**src/rtl/sincos_pkg.sv**
```systemverilog
// Shared types and constants for the sin/cos phase detector.
// Quadrant numbering follows the sign pair (sin, cos): ++ -> 0, +- -> 1, -- -> 2, -+ -> 3.
package sincos_pkg;

  typedef enum logic [1:0] {
    IDLE    = 2'd0,
    ACQUIRE = 2'd1,
    SYNC    = 2'd2,
    TRACK   = 2'd3
  } state_t;

  localparam logic [1:0] Q0 = 2'd0;
  localparam logic [1:0] Q1 = 2'd1;
  localparam logic [1:0] Q2 = 2'd2;
  localparam logic [1:0] Q3 = 2'd3;

  localparam int DEF_MID = 128;

  // Channel slots in the packed sample / sign vectors.
  localparam int NUM_CH = 2;
  localparam int CH_SIN = 0;
  localparam int CH_COS = 1;

  function automatic logic [1:0] quad_of(input logic s_sin, input logic s_cos);
    logic [1:0] q;
    case ({s_sin, s_cos})
      2'b11:   q = Q0;
      2'b10:   q = Q1;
      2'b00:   q = Q2;
      default: q = Q3;
    endcase
    return q;
  endfunction

endpackage

```
**src/rtl/sincos_phase_det_sign_hyst.sv**
```systemverilog
// Per-channel sign detector with a dead band of +-HYST around MID.
// Exposes the value the sign register takes this cycle so the top can detect crossings with no extra latency.
module sign_hyst
  import sincos_pkg::*;
#(
  parameter int MID  = DEF_MID,
  parameter int HYST = 4
) (
  input  logic       clk,
  input  logic       rst,
  input  logic       en,
  input  logic [7:0] x,
  output logic       sign_nxt
);

  localparam logic [8:0] HI = 9'(MID + HYST);
  localparam logic [8:0] LO = 9'(MID - HYST);

  logic       sign;
  logic [8:0] xe;

  assign xe = {1'b0, x};

  always_comb begin
    sign_nxt = sign;
    if (en) begin
      if (xe >= HI)      sign_nxt = 1'b1;
      else if (xe <= LO) sign_nxt = 1'b0;
    end
  end

  always_ff @(posedge clk) begin
    if (rst) sign <= 1'b0;
    else     sign <= sign_nxt;
  end

endmodule

```
**src/rtl/sincos_phase_det.sv**
```systemverilog
// Quadrant, direction and period recovery from an offset-binary sin/cos sample stream.
// Lock is declared after two same-kind wrap crossings; skips, reversals and timeouts drop back to ACQUIRE.
module sincos_phase_det
  import sincos_pkg::*;
#(
  parameter int MID   = DEF_MID,
  parameter int HYST  = 4,
  parameter int CNT_W = 16
) (
  input  logic             clk,
  input  logic             rst,
  input  logic             en,
  input  logic [7:0]       q_sin,
  input  logic [7:0]       q_cos,
  output logic [1:0]       quadrant,
  output logic             dir,
  output logic [CNT_W-1:0] period,
  output logic             period_valid,
  output logic             locked,
  output logic             fault
);

  localparam logic [CNT_W-1:0] CNT_MAX = '1;

  logic [NUM_CH-1:0][7:0] smp;
  logic [NUM_CH-1:0]      sgn_nxt;

  assign smp = {q_cos, q_sin};

  for (genvar g = 0; g < NUM_CH; g++) begin : g_ch
    sign_hyst #(
      .MID  (MID),
      .HYST (HYST)
    ) u_hyst (
      .clk      (clk),
      .rst      (rst),
      .en       (en),
      .x        (smp[g]),
      .sign_nxt (sgn_nxt[g])
    );
  end

  state_t           state, state_nxt;
  logic [CNT_W-1:0] cnt, cnt_nxt, cnt_inc;
  logic [CNT_W-1:0] per_nxt;
  logic [1:0]       q_new, q_diff;
  logic             dir_nxt, pv_nxt, flt_nxt;
  logic             fwd_wrap, rev_wrap, wrap, same_wrap;
  logic             step_fwd, step_rev, skip, timeout, err;

  // The registered quadrant is the "previous" one; q_new is what this sample makes it.
  assign q_new    = quad_of(sgn_nxt[CH_SIN], sgn_nxt[CH_COS]);
  assign q_diff   = q_new - quadrant;
  assign step_fwd = (q_diff == 2'd1);
  assign step_rev = (q_diff == 2'd3);
  assign skip     = (q_diff == 2'd2);
  assign fwd_wrap = (quadrant == Q3) && (q_new == Q0);
  assign rev_wrap = (quadrant == Q0) && (q_new == Q3);
  assign wrap     = fwd_wrap | rev_wrap;

  assign cnt_inc  = (cnt == CNT_MAX) ? cnt : cnt + 1'b1;
  // Timeout fires on the sample that drives the counter into saturation.
  assign timeout  = !wrap && (cnt_inc == CNT_MAX);

  assign same_wrap = dir ? rev_wrap : fwd_wrap;
  assign err       = skip || (dir ? step_fwd : step_rev) || timeout;

  always_comb begin
    state_nxt = state;
    cnt_nxt   = cnt;
    dir_nxt   = dir;
    per_nxt   = period;
    pv_nxt    = 1'b0;
    flt_nxt   = 1'b0;
    if (en) begin
      cnt_nxt = wrap ? '0 : cnt_inc;
      case (state)
        IDLE: state_nxt = ACQUIRE;
        ACQUIRE: begin
          if (skip) begin
            flt_nxt = 1'b1;
          end else if (wrap) begin
            dir_nxt   = rev_wrap;
            state_nxt = SYNC;
          end
        end
        SYNC, TRACK: begin
          // A fault on the same sample as a wrap crossing suppresses the period update.
          if (err) begin
            flt_nxt   = 1'b1;
            cnt_nxt   = '0;
            state_nxt = ACQUIRE;
          end else if (same_wrap) begin
            per_nxt   = cnt + 1'b1;
            pv_nxt    = 1'b1;
            state_nxt = TRACK;
          end
        end
        default: state_nxt = IDLE;
      endcase
    end
  end

  always_ff @(posedge clk) begin
    if (rst) begin
      state        <= IDLE;
      cnt          <= '0;
      quadrant     <= Q0;
      dir          <= 1'b0;
      period       <= '0;
      period_valid <= 1'b0;
      fault        <= 1'b0;
    end else begin
      state        <= state_nxt;
      cnt          <= cnt_nxt;
      dir          <= dir_nxt;
      period       <= per_nxt;
      period_valid <= pv_nxt;
      fault        <= flt_nxt;
      if (en) quadrant <= q_new;
    end
  end

  assign locked = (state == TRACK);

endmodule

```
**config.mk**
```make
export PLATFORM = sky130hd
export DESIGN_NAME = sincos_phase_det
export DESIGN_NICKNAME = d
export VERILOG_FILES = /design/src/rtl/sincos_pkg.sv /design/src/rtl/sincos_phase_det_sign_hyst.sv /design/src/rtl/sincos_phase_det.sv
export SDC_FILE = /design/constraint.sdc
export NUM_CORES = 1
export LEC_CHECK = 0
export ABC_AREA = 1
export ABC_CLOCK_PERIOD_IN_PS = 7900
export BUFFER_PORTS_ARGS = -buffer_cell sky130_fd_sc_hd__buf_2
export CAP_MARGIN = 20
export CORE_UTILIZATION = 35
export CTS_CLUSTER_SIZE = 8
export DETAILED_ROUTE_END_ITERATION = 12
export GPL_ROUTABILITY_DRIVEN = 1
export SLEW_MARGIN = 0
export SYNTH_ARGS = -nofsm -noshare
export SYNTH_HDL_FRONTEND = slang
export SYNTH_HIERARCHICAL = 1
export SYNTH_SLANG_ARGS = --single-unit
```
**constraint.sdc**
```tcl
create_clock -name clk -period 7.9 [get_ports clk]
set_input_delay 1.975 -clock clk [delete_from_list [all_inputs] [get_ports clk]]
set_output_delay 1.975 -clock clk [all_outputs]
set_load 0.01 [all_outputs]
```
==> flow_metrics.env, run 1 <==
export IMPL_postCtsResizedCells=0
export IMPL_pin_count=41
export IMPL_p_comb_frac=0.138
export IMPL_synth_area_per_cell_um2=6.51
export IMPL_overflow=0
export IMPL_die_height_um=89.9
export IMPL_gp_congestion=0.862
export IMPL_layout_cells_non_filler=549
export IMPL_cp_required_ns=8.10
export IMPL_drt_iter0_drc=123
export IMPL_nets=474
export IMPL_netlist_instances=415
export IMPL_drtPass1Iterations=4
export IMPL_rsz0062_at_grt="false"
export IMPL_wl_per_cell_um=11.4
export IMPL_start_util=0.367
export IMPL_vdd_drop_max_v=0.0000760
export IMPL_power_frac_seq=0.471
export IMPL_pwr_share_clk=0.390
export IMPL_cts_tree="yes"
export IMPL_diodes=0
export IMPL_synth_area_leaders="dfxtp_1 30%, nand2_1 16%, inv_1 8.2%"
export IMPL_hpwl_mm=4.56
export IMPL_max_cap_violations=0
export IMPL_area_growth_pct=13.1
export IMPL_die_w_um=89.9
export IMPL_synth_cell_area_mm2=0.00270
export IMPL_antenna_found_initial=0
export IMPL_synth_seq_area_share=0.304
export IMPL_vias=2527
export IMPL_reg2reg_slack_ns=5.32
export IMPL_dpl_instance_area_mm2=0.00294
export IMPL_ys_ff_latch=41
export IMPL_root_buffer="clkbuf_8"
export IMPL_layout_drive_gt1_share=0.209
export IMPL_setup_tns_ns=0
export IMPL_setup_violations=0
export IMPL_final_area_mm2=0.00306
export IMPL_cts_htree_levels=2
export IMPL_critical_path_class="primary input to flip-flop"
export IMPL_synth_distinct_cells=33
export IMPL_worstPathArrival_ns=4.46
export IMPL_path_clk_slew_ns=0.08
export IMPL_postCtsHoldBufs=0
export IMPL_clock_skew_ns=0.00334
export IMPL_relSlewSlack=0.546
export IMPL_yosysTopAreaCellShare=0.304
export IMPL_dp_cells=541
export IMPL_grt_max_degree=34
export IMPL_status="finished, final reports clean"
export IMPL_clk_path_buf_depth=2
export IMPL_synth_top_area_cell="dfxtp_1"
export IMPL_fp_coreArea_mm2=0.00737
export IMPL_worstMarginPinSlew_ns=0.680
export IMPL_drc=0
export IMPL_die_area_mm2=0.00808
export IMPL_grt_usage=0.166
export IMPL_portBuffers=40
export IMPL_drt_vias_per_instance=4.60
export IMPL_power_density_mw_per_mm2=151
export IMPL_power_leakage_nw=1.55
export IMPL_drv_slew=0
export IMPL_synth_fp_nets=440
export IMPL_floorplan_rows=31
export IMPL_fin_crit_ns=4.26
export IMPL_post_cts_buffers=0
export IMPL_final_antenna_net_count=0
export IMPL_swShare=0.271
export IMPL_min_path_type="flip-flop to flip-flop"
export IMPL_grt_pass1_wl_mm=10.8
export IMPL_internal_power_mw=0.336
export IMPL_cp_max_fo=33
export IMPL_wl_mm=6.24
export IMPL_start_kind="primary input"
export IMPL_cts_sinks=41
export IMPL_finalHoldViolCount=0
export IMPL_yosys_warnings=6
export IMPL_fin_crit_sh=0.539
export IMPL_crit_path_end_kind="flip-flop"
export IMPL_clock_fmax_mhz=235
export IMPL_p_sw_mw=0.125
export IMPL_clock_latency_ns=0.30
export IMPL_grt_pass1_vias=2414
export IMPL_cts_buffers=5
[worst max-delay path, stage by stage]
cell     delay (ns)
buf_2          0.09
nand2_1        0.04
nor2_1         0.10
nand2_1        0.05
nand2_1        0.06
nand2_2        0.06
nand2_1        0.11
inv_1          0.06
ha_1           0.26
inv_1          0.04
ha_1           0.18
xnor2_1        0.13
xnor2_1        0.29
xor2_1         0.11
inv_1          0.16
nand4_4        0.40
nor2_1         0.25
nor2_1         0.07
[metal layers]
| layer | track usage | wire length (um) | vias to the layer above |
|---|---|---|---|
| met4 | 0.0565 | 99 | 0 |
| li1 | - | - | 1349 |
| met2 | 0.286 | 2900 | 50 |
| met5 | 0 | 0 | - |
| met1 | 0.208 | 3010 | 1120 |
| met3 | 0.0288 | 223 | 8 |
[stage by stage]
step / total power [mW] / hold slack, ns / setup slack, ns / util
3_3_place_gp: 0.285 / 0.453 / 3.39 / 0.399
2_1_floorplan: 0.271 / 0.438 / 3.83 / -
5_1_grt: 0.483 / 0.486 / 3.26 / 0.415
4_1_cts: 0.466 / 0.472 / 3.63 / 0.415
6_report: 0.461 / 0.467 / 3.64 / 0.415
3_5_place_dp: 0.286 / 0.457 / 3.31 / 0.399
[cells in the final DEF, fill, tap and decap left out, drive strengths merged]
| cell | Yosys | layout |
|---|---|---|
| nor2 | 66 | 66 |
| bufinv | 0 | 1 |
| o2111ai | 1 | 1 |
| a21oi | 29 | 29 |
| nand3 | 38 | 38 |
| nor3 | 1 | 1 |
| o21bai | 2 | 2 |
| xnor2 | 3 | 3 |
| and2 | 1 | 1 |
| xor2 | 4 | 4 |
| o21ai | 7 | 7 |
| clkinv | 1 | 1 |
| o22ai | 1 | 1 |
| dfxtp | 41 | 41 |
| buf | 8 | 41 |
| nand2 | 130 | 130 |
| inv | 61 | 61 |
| and3 | 1 | 1 |
| nand4 | 8 | 8 |
| clkbuf | 6 | 7 |
| ha | 6 | 6 |
[cells by family after synthesis]
group                    Yosys count  synth area share
AND/OR/NAND/NOR                  245             0.430
buffers and inverters             76             0.122
XOR/XNOR                           7            0.0227
flip-flops                        41             0.304
adder cells (fa/ha/maj)            6            0.0278
AO/OA/AOI/OAI                     40            0.0944
[synth_stat cells, drive strengths merged]
library cell / count
buf: 8
nand2: 130
and2: 1
o21bai: 2
nor2: 66
nand3: 38
dfxtp: 41
ha: 6
and3: 1
o2111ai: 1
nor3: 1
xnor2: 3
nand4: 8
o21ai: 7
xor2: 4
a21oi: 29
clkbuf: 6
inv: 61
o22ai: 1
clkinv: 1
[area by class of cell]
type / instances / area (um2)
Clock buffer: 7 / 86.3
Clock inverter: 1 / 30.0
Fill cell: 815 / 4310
Inverter: 62 / 234
Multi-Input combinational cell: 298 / 1550
Sequential cell: 41 / 821
Tap cell: 99 / 124
Timing Repair Buffer: 41 / 208
[power by group through the flow]
stage          Sequential (mW)  Clock (mW)  Combinational, mW
3_5_place_dp             0.222           0             0.0637
3_3_place_gp             0.222           0             0.0631
4_1_cts                  0.217       0.185             0.0640
6_report                 0.217       0.180             0.0636
5_1_grt                  0.218       0.192             0.0731
2_1_floorplan            0.220           0             0.0506
[path summary, 6_finish.rpt]
path	depth (start not counted)	to	from
setup / recovery	18	period[9]	q_cos[5]
setup reg to reg	13	period[9]	g_ch[1].u_hyst/sign
hold / removal	2	g_ch[1].u_hyst/sign	g_ch[1].u_hyst/sign
hold reg to reg	2	g_ch[1].u_hyst/sign	g_ch[1].u_hyst/sign
[state kept, by name, summed over array words and instances (netlist names)]
signal and count:
cnt 16, period 16, g_ch.u_hyst/sign 2, quadrant 2
state 2, dir 1, fault 1, period_valid 1
Power figures use the tool's default switching activity.
==> run 2: changes to the inputs <==
Settings changed: ABC_AREA 1 to 0, ABC_CLOCK_PERIOD_IN_PS 7900 to 4450.
Clock period 7.9 ns to 4.45 ns, I/O delays scaled along.
==> flow_metrics.env, run 2 <==
export IMPL_status="complete, but fails checks"
export IMPL_violations="DRC"
export IMPL_worstMarginPinSlew_ns=0.720
export IMPL_setup_violations=0
export IMPL_wl_per_cell_um=14.0
export IMPL_wl_met2_mm=2.53
export IMPL_portBuffers=40
export IMPL_grt_usage=0.165
export IMPL_final_area_mm2=0.00268
export IMPL_drc=8
export IMPL_crit_path_end_kind="flip-flop"
export IMPL_top_layer="met4"
export IMPL_synth_adder_area_share=0.0321
export IMPL_reg_top3="cnt x16, period x16"
export IMPL_drt_iter0_drc=117
export IMPL_r2r_cells=14
export IMPL_clock_skew_ns=0.00760
export IMPL_die_w_um=83.8
export IMPL_path_clk_slew_ns=0.07
export IMPL_vias=2166
export IMPL_cts_htree_levels=2
export IMPL_fin_crit_ns=3.83
export IMPL_path_cells="buf_2, nand4_1, o211a_1, nor3_1, inv_1, ha_1, inv_1, ha_1, xor2_1, xnor2_1, xnor2_1, a21oi_1, buf_4, a31oi_1, nor3_1"
export IMPL_synth_xor_area_share=0.0598
export IMPL_synth_simple_gate_area_share=0.285
export IMPL_p_sw_mw=0.191
export IMPL_synth_most_common_cell="dfxtp_1"
export IMPL_diodes=0
export IMPL_synth_ff_type="dfxtp_1"
export IMPL_layout_drive_gt1_share=0.201
export IMPL_drt_met1_wl_mm=2.68
export IMPL_crit_path_end="cnt[6]"
export IMPL_area_growth_pct=14.5
export IMPL_yosysTopAreaCellShare=0.350
export IMPL_max_stage_delay_ns=0.41
export IMPL_multi_input_area_mm2=0.00138
export IMPL_drt_vias_per_instance=5.48
export IMPL_synthArstFlopShare=0
export IMPL_drv_slew=0
export IMPL_netlist_instances=289
export IMPL_drtPass1Iterations=9
export IMPL_synth_edf_count=0
export IMPL_die_height_um=83.8
export IMPL_fin_crit_sh=0.861
export IMPL_dpl_instance_area_mm2=0.00258
export IMPL_critical_path_depth=15
export IMPL_final_antenna_net_count=0
export IMPL_grt_pass1_vias=2043
export IMPL_final_common_cell="dfxtp_1"
export IMPL_synth_cell_area_mm2=0.00234
export IMPL_seq_area_um2=821
export IMPL_cp_max_fo=9
export IMPL_finalHoldViolCount=0
export IMPL_hpwl_mm=3.95
export IMPL_power_density_mw_per_mm2=275
export IMPL_cp_num_buf_inv=4
export IMPL_ys_ff_latch=41
export IMPL_pwr_share_clk=0.364
export IMPL_start_util=0.365
export IMPL_fillers=671
export IMPL_synth_area_leaders="dfxtp_1 35%, nor2_1 5.9%, a211oi_1 5.8%"
export IMPL_rsz0062_at_grt="false"
export IMPL_swShare=0.258
export IMPL_die_area_mm2=0.00702
export IMPL_grt_pass1_wl_mm=9.42
export IMPL_synth_top_family_by_area="simple AND/OR/NAND/NOR gates"
export IMPL_yosys_warnings=6
export IMPL_r2r_start="g_ch[0].u_hyst/sign"
export IMPL_cts_sinks=41
export IMPL_power_leakage_nw=1.00
export IMPL_gp_congestion=0.821
export IMPL_root_buffer="clkbuf_8"
export IMPL_start_kind="primary input"
export IMPL_clock_latency_ns=0.29
export IMPL_min_path_type="flip-flop to flip-flop"
export IMPL_reg2reg_slack_ns=1.25
export IMPL_internal_power_mw=0.547
export IMPL_layout_common_cells="41 x dfxtp_1, 40 x buf_2, 37 x nor2_1"
export IMPL_synth_commonest_cells="41 x dfxtp_1, 37 x nor2_1, 22 x a21oi_1, 18 x a211oi_1, 17 x nand2_1"
export IMPL_synth_mux_area_frac=0.0171
export IMPL_post_cts_buffers=0
export IMPL_clk_path_buf_depth=2
export IMPL_met3_length_um=286
export IMPL_power_frac_seq=0.518
export IMPL_p_comb_frac=0.117
export IMPL_vdd_drop_max_v=0.000168
export IMPL_critPathLaunch="q_cos[4]"
export IMPL_synth_distinct_cells=47
export IMPL_pin_count=41
export IMPL_wl_mm=5.55
export IMPL_setup_tns_ns=0
export IMPL_fp_coreArea_mm2=0.00642
export IMPL_cts_buffers=5
export IMPL_synth_fp_nets=314
export IMPL_nets=342
export IMPL_overflow=0
export IMPL_cp_slowest_cell="a21oi_1"
export IMPL_postCtsResizedCells=0
export IMPL_antenna_found_initial=0
export IMPL_crit_family="compound AO/OA/AOI/OAI gates"
export IMPL_cts_tree="yes"
export IMPL_floorplan_rows=29
export IMPL_worstPathArrival_ns=4.04
export IMPL_clock_fmax_mhz=261
export IMPL_max_cap_violations=0
export IMPL_synth_compound_area_frac=0.192
export IMPL_critical_path_class="primary input to flip-flop"
export IMPL_synth_top_area_cell="dfxtp_1"
export IMPL_synth_seq_area_share=0.350
export IMPL_cp_required_ns=4.66
export IMPL_timing_rr_end="cnt[6]"
export IMPL_synth_area_per_cell_um2=8.10
export IMPL_relSlewSlack=0.520
export IMPL_grt_max_degree=38
export IMPL_postCtsHoldBufs=0
-- run 2: cell types whose count changed after synthesis, moves of 10 or more --
cell	before	now
nand2_1	118	17
a211oi_1	0	18
nand2_2	10	0
inv_1	59	10
nand3_1	26	12
nor2_1	59	37
-- run 2: cell type report --
cell class	instances	share of cell area
Multi-Input combinational cell	214	0.514
Tap cell	77	0.0359
Timing Repair Buffer	44	0.0905
Clock inverter	1	0.00187
Clock buffer	7	0.0359
Sequential cell	41	0.306
Inverter	11	0.0154
-- run 2: metrics by stage --
step,std cells,hold slack (ns),power (mW),util,worst slack [ns]
2_1_floorplan,289,0.483,0.449,-,0.591
3_3_place_gp,387,0.472,0.476,0.402,0.405
3_5_place_dp,387,0.488,0.477,0.402,0.321
4_1_cts,395,0.499,0.745,0.417,0.627
5_1_grt,395,0.518,0.773,0.417,0.334
6_report,395,0.496,0.738,0.417,0.619
-- run 2: per-layer routing --
| layer | track usage | vias up |
|---|---|---|
| met5 | 0 | - |
| met4 | 0.0486 | 0 |
| met3 | 0.0386 | 6 |
| met2 | 0.279 | 61 |
| met1 | 0.208 | 998 |
| li1 | - | 1101 |
-- run 2: how the worst min path moves through the flow --
stage	end	start	cells past startpoint
2_1_floorplan	cnt[15]	cnt[15]	2
3_3_place_gp	period[1]	period[1]	2
3_5_place_dp	period[8]	period[8]	2
4_1_cts	period[8]	period[8]	2
5_1_grt	period[0]	period[0]	2
6_report	period[8]	period[8]	2
-- run 2: kinds of logic after synthesis --
| family | after synthesis |
|---|---|
| AO/OA/AOI/OAI | 65 |
| XOR/XNOR | 16 |
| adder cells (fa/ha/maj) | 6 |
| buffers and inverters | 34 |
| flip-flops | 41 |
| multiplexers | 4 |
| AND/OR/NAND/NOR | 123 |
-- run 2: power by group through the flow --
stage / sequential (mW) / clock [mW] / combinational, mW
after detailed placement: 0.391 / 0 / 0.0866
after global routing: 0.384 / 0.292 / 0.0969
after global placement: 0.391 / 0 / 0.0852
after CTS: 0.382 / 0.276 / 0.0867
after floorplan: 0.387 / 0 / 0.0614
final: 0.382 / 0.269 / 0.0866
-- run 2: worst register-to-register path, cell delays in order, from the launching register on --
cell     delay, ns
dfxtp_1       0.32
or4_1         0.51
nor3_2        0.16
nor3_1        0.09
inv_1         0.11
ha_1          0.25
inv_1         0.06
ha_1          0.15
xor2_1        0.18
xnor2_1       0.20
xnor2_1       0.18
a21oi_1       0.41
buf_4         0.26
a31oi_1       0.09
nor3_1        0.16
